`src/rtl/i2c_reg_pkg.sv`:
```
// i2c_reg_pkg: shared types and constants for the I2C register controller
package i2c_reg_pkg;
   localparam int BYTE_W = 8;
   typedef enum logic [1:0] {IDLE, PTR, WRITE, READ} state_t;
endpackage

```
`src/rtl/i2c_reg_ctrl_sync_edge.sv`:
```
// sync_edge: multi-flop synchronizer with rising-edge pulse output
//   clk   in  system clock
//   rstb  in  synchronous reset, active-low
//   d     in  asynchronous level
//   rise  out one-cycle pulse on a synchronized 0->1 transition
module sync_edge #(
   parameter int STAGES = 2
) (
   input  logic clk,
   input  logic rstb,
   input  logic d,
   output logic rise
);
   logic [STAGES-1:0] sh;
   logic              q_d;
   always_ff @(posedge clk) begin
      if (!rstb) begin
         sh  <= '0;
         q_d <= 1'b0;
      end else begin
         sh  <= {sh[STAGES-2:0], d};
         q_d <= sh[STAGES-1];
      end
   end
   assign rise = sh[STAGES-1] & ~q_d;
endmodule

```
`src/rtl/i2c_reg_ctrl.sv`:
```
// i2c_reg_ctrl: register-file controller driven by the i2c_slave byte interface
//   clk, rstb     system clock, synchronous active-low reset
//   i2c_data_out  byte received by the slave
//   i2c_data_vld  byte-complete level
//   i2c_r_w       transaction direction, 1 = master reads
//   i2c_start     start / repeated-start level
//   i2c_stop      stop level
//   i2c_data_in   byte for the slave to transmit
//   i2c_ready     i2c_data_in valid during a read
//   regs_out      register file, reg n at [8n+7:8n]
//   wr_strobe     one-cycle pulse per register write
//   wr_addr       address written, valid with wr_strobe
module i2c_reg_ctrl
   import i2c_reg_pkg::*;
#(
   parameter int          NUM_REGS    = 8,
   parameter logic [7:0]  RESET_VAL   = 8'h00,
   parameter int          SYNC_STAGES = 2,
   localparam int         ADDR_W      = $clog2(NUM_REGS)
) (
   input  logic                       clk,
   input  logic                       rstb,
   input  logic [7:0]                 i2c_data_out,
   input  logic                       i2c_data_vld,
   input  logic                       i2c_r_w,
   input  logic                       i2c_start,
   input  logic                       i2c_stop,
   output logic [7:0]                 i2c_data_in,
   output logic                       i2c_ready,
   output logic [NUM_REGS*8-1:0]      regs_out,
   output logic                       wr_strobe,
   output logic [ADDR_W-1:0]          wr_addr
);
   state_t                                  state, state_nxt;
   logic [ADDR_W-1:0]                       ptr, ptr_nxt;
   logic [NUM_REGS-1:0][BYTE_W-1:0]         regs;
   logic [SYNC_STAGES-1:0][BYTE_W:0]        dsync;
   logic [BYTE_W-1:0]                       rx_byte;
   logic                                    rw_s, evt_vld, evt_start, evt_stop, we, ready_nxt;

   sync_edge #(.STAGES(SYNC_STAGES)) u_vld   (.clk(clk), .rstb(rstb), .d(i2c_data_vld), .rise(evt_vld));
   sync_edge #(.STAGES(SYNC_STAGES)) u_start (.clk(clk), .rstb(rstb), .d(i2c_start),    .rise(evt_start));
   sync_edge #(.STAGES(SYNC_STAGES)) u_stop  (.clk(clk), .rstb(rstb), .d(i2c_stop),     .rise(evt_stop));

   // r_w and data share one chain so they line up with the event pulses
   assign rx_byte  = dsync[SYNC_STAGES-1][BYTE_W-1:0];
   assign rw_s     = dsync[SYNC_STAGES-1][BYTE_W];
   assign regs_out = regs;

   always_ff @(posedge clk) begin
      if (!rstb) state <= IDLE;
      else       state <= state_nxt;
   end

   // start outranks stop and any coincident byte; a byte coincident with stop is still processed
   always_comb begin
      state_nxt = state;
      ptr_nxt   = ptr;
      ready_nxt = i2c_ready;
      we        = 1'b0;
      if (evt_start) begin
         state_nxt = rw_s ? READ : PTR;
         ready_nxt = rw_s;
      end else begin
         if (evt_vld && state == PTR) begin
            ptr_nxt   = rx_byte[ADDR_W-1:0];
            state_nxt = WRITE;
         end
         if (evt_vld && (state == WRITE || state == READ)) ptr_nxt = ptr + ADDR_W'(1);
         we = evt_vld && state == WRITE;
         if (evt_stop) begin
            state_nxt = IDLE;
            ready_nxt = 1'b0;
         end
      end
   end

   always_ff @(posedge clk) begin
      if (!rstb) begin
         ptr         <= '0;
         regs        <= {NUM_REGS{RESET_VAL}};
         i2c_data_in <= '0;
         i2c_ready   <= 1'b0;
         wr_strobe   <= 1'b0;
         wr_addr     <= '0;
         dsync       <= '0;
      end else begin
         dsync     <= {dsync[SYNC_STAGES-2:0], {i2c_r_w, i2c_data_out}};
         ptr       <= ptr_nxt;
         i2c_ready <= ready_nxt;
         wr_strobe <= we;
         if (we) begin
            regs[ptr] <= rx_byte;
            wr_addr   <= ptr;
         end
         if (state_nxt == READ) i2c_data_in <= regs[ptr_nxt];
      end
   end
endmodule

```
`config.mk`:
```
export PLATFORM = sky130hd
export DESIGN_NAME = i2c_reg_ctrl
export DESIGN_NICKNAME = d
export VERILOG_FILES = /design/src/rtl/i2c_reg_pkg.sv /design/src/rtl/i2c_reg_ctrl_sync_edge.sv /design/src/rtl/i2c_reg_ctrl.sv
export SDC_FILE = /design/constraint.sdc
export NUM_CORES = 1
export LEC_CHECK = 0
export ABC_AREA = 1
export CAP_MARGIN = 20
export CELL_PAD_IN_SITES_DETAIL_PLACEMENT = 0
export CELL_PAD_IN_SITES_GLOBAL_PLACEMENT = 2
export CORE_AREA = 10 10 151 125
export DETAILED_ROUTE_END_ITERATION = 6
export DIE_AREA = 0 0 161 135
export GPL_TIMING_DRIVEN = 0
export PLACE_DENSITY_LB_ADDON = 0.1
export SLEW_MARGIN = 25
export SYNTH_ARGS = -nofsm -noshare
export SYNTH_HDL_FRONTEND = slang
export SYNTH_HIERARCHICAL = 1
export SYNTH_SLANG_ARGS = --single-unit
```
`constraint.sdc`:
```
create_clock -name clk -period 2.4 [get_ports clk]
set_clock_uncertainty 0.05 [all_clocks]
set_input_delay 0.6 -clock clk [delete_from_list [all_inputs] [get_ports clk]]
set_output_delay 0.6 -clock clk [all_outputs]
set_load 0.005 [all_outputs]
```
==> results.ini <==
[detailed_routing]
drc_errors = 0
drtPass1Iterations = 5
wl_per_cell_um = 17.1
ant_nets = 0
vias = 4254
vias_per_cell = 4.56
met1_length_um = 7950
wl_met2_um = 6840
wl_um = 15900
routed-wl-met3_um = 1000
maxUsedRoutingLayer = met4
dr.first_iter.drc_count = 269

[timing]
setup_viol = 0
fmax_ghz = 0.454
fin_crit_sh_pct = 91.8
finalMaxSlewViolations = 0
slew_headroom_pct = 56.0
final_hold_viol_count = 0
fin_setup_tns_ns = 0
tightest_slew_ns = 0.660
rsz0062_at_grt = no
period_needed_ns = 2.20

[critical_path]
rr_endpoint = regs_out[37]
path_class = input pin to flip-flop
cp.arrival_ns = 2.45
crit_path_end_kind = flip-flop
reg2reg_slack_ns = 0.25
startpoint = rstb
worstPathMaxFanout = 13
start_kind = input pin
path_cells = clkdlybuf4s50_1 -> clkbuf_2 -> clkbuf_1 -> o21ai_0 -> nor2_1
slowest_stage = clkdlybuf4s50_1
crit_end = wr_addr[0]
max_stage_delay_ns = 0.72
r2r-start = u_vld/sh[1]
ff2ff_path_depth = 12
cp.required_ns = 2.65

[cells_and_area]
finalNetCount = 728
n_antenna_cell = 0
drive_gt1_share_pct = 10.2
fin_util_pct = 38.8
synthToLayoutAreaGrowth_pct = 33.9

[floorplan]
pin_count = 91
initial_utilization_pct = 29.0
fp.dieArea_um2 = 21700
die_w_um = 161
die_height_um = 135
placementRows = 41
core_um2 = 15700

[global_route]
grt_max_degree = 19
gr-total-overflow = 0
grt_pass1_vias = 4114
grtUsageTotal_pct = 14.6
grt_pass1_wl_um = 24300
antenna_found_initial = 0

[placed_design]
port_buffers = 90
gp_congestion = 0.804
place_hpwl_um = 12000

[synth]
async_reset_ff_share_pct = 0
ys_warn_count = 6
synth_edf_count = 0
syn_nets = 627
syn-mean-instance-area_um2 = 7.43
ys_ff_latch = 109
yosysSeqAreaShare_pct = 48.0
ys_top_cells_by_area = dfxtp_1 (48%), nand3_1 (8.5%), inv_1 (7.9%)
netlist_area_um2 = 4550
synthFlopType = dfxtp_1
synth_most_common_cell = dfxtp_1
synth_top_area_share_pct = 48.0
synth_area_leader_cell = dfxtp_1
ys_top_cells_by_count = dfxtp_1 (109), inv_1 (96), nand2_1 (82)
synth.distinct_cells = 27
syn_inst = 612

[cts]
cts_hold_buf = 0
clkLatencyLatePin_ns = 0.36
clock_path_buffers = 2
cts_tree = done
cts_sinks = 109
cts_setup_buffers = 0
cts_resized = 1
cts_made_buffers = 9
clkTransAtPathRegs_ns = 0.07
htree_levels = 3
root_buffer = clkbuf_16

[worst_hold_path]
min_from = u_stop/sh[0]
hp-class = flip-flop to flip-flop

[power]
cellPowerDensity_nw_per_um2 = 620
peakVddDrop_uv = 370
leakage_uw = 0.00247

[status]
outcome = finished, final reports clean

[job]
max-cap-violations = 0

-- state kept, by name (all words and copies together), names as in the netlist --
signal       count
u_vld/q_d        1
wr_strobe        1
u_start/q_d      1
regs_out        64
u_start/sh       2
dsync           18
i2c_data_in      8
ptr              3
wr_addr          3
u_vld/sh         2
i2c_ready        1
u_stop/sh        2
u_stop/q_d       1
state            2
-- where the power goes --
group / total, uW / switching (uW) / internal, uW
registers: 1850 / 23.0 / 1830
logic: 137 / 84.2 / 52.8
clock network: 1790 / 725 / 1060
total: 3780 / 832 / 2940
-- routing by layer --
layer  GRT usage, %  up-vias
li1               -     2162
met1           19.8     1962
met2           22.0      121
met3           4.92        9
met4           2.88        0
met5              0        -
-- logic make-up after synthesis --
logic type | count (synthesis) | share of synthesized area [%]
AOI/OAI and AO/OA | 155 | 17.6
adders and majority gates | 1 | 0.275
DFF | 109 | 48.0
and+or+nand+nor | 203 | 21.5
buffers and inverters | 144 | 12.6
-- layout by cell type (no fill, tap or decap) --
master	count
clkinv_4	2
o21ai_0	36
nor2_2	3
or2_1	1
a31oi_1	2
clkbuf_1	10
nand3_2	1
buf_4	2
clkbuf_16	9
clkinv_1	3
o21ai_1	41
inv_2	16
nor3_4	1
nand3_1	77
nor2_1	20
nand3b_1	5
nand2_2	3
buf_6	1
inv_8	1
o21ai_2	2
a21oi_4	1
dfxtp_1	109
nand2_1	82
a21oi_2	1
nor2_4	10
a21oi_1	71
ha_1	1
clkbuf_8	1
o22ai_1	1
bufinv_16	3
inv_1	96
buf_2	13
clkbuf_2	3
clkdlybuf4s50_1	90
-- through the flow --
step / worst slack [ns] / cells / hold WS, ns / area, um2 / total power, uW
global route: 0.0323 / 933 / 0.369 / 6090 / 3910
detailed placement: -0.471 / 917 / 0.344 / 5720 / 2030
global placement: -0.443 / 917 / 0.338 / 5720 / 2030
floorplan: 0.627 / 612 / 0.336 / 4550 / 1960
CTS: 0.124 / 933 / 0.360 / 6080 / 3810
finish: 0.197 / 933 / 0.360 / 6090 / 3780
-- worst max-delay path: cells and delay by family --
family	cells	cell delay [ns]
AND/OR/NAND/NOR	1	0.11
buffers and inverters	3	1.57
AO/OA/AOI/OAI	1	0.17
-- how the worst min path moves through the flow --
stage,slack [ns],end,cells past startpoint
2_1_floorplan,0.34,u_start/sh[1],2
3_3_place_gp,0.34,u_start/sh[1],2
3_5_place_dp,0.34,u_vld/sh[1],2
4_1_cts,0.36,u_start/sh[1],2
5_1_grt,0.37,u_start/sh[1],2
6_report,0.36,u_stop/sh[1],2
-- cell type report --
type	instances	area, um2
Clock inverter	6	119
Tap cell	215	269
Multi-Input combinational cell	359	1800
Clock buffer	10	239
Fill cell	1692	9610
Timing Repair Buffer	90	901
Sequential cell	109	2180
Inverter	115	432
Buffer	29	144
(Power assumes the default switching activity.)
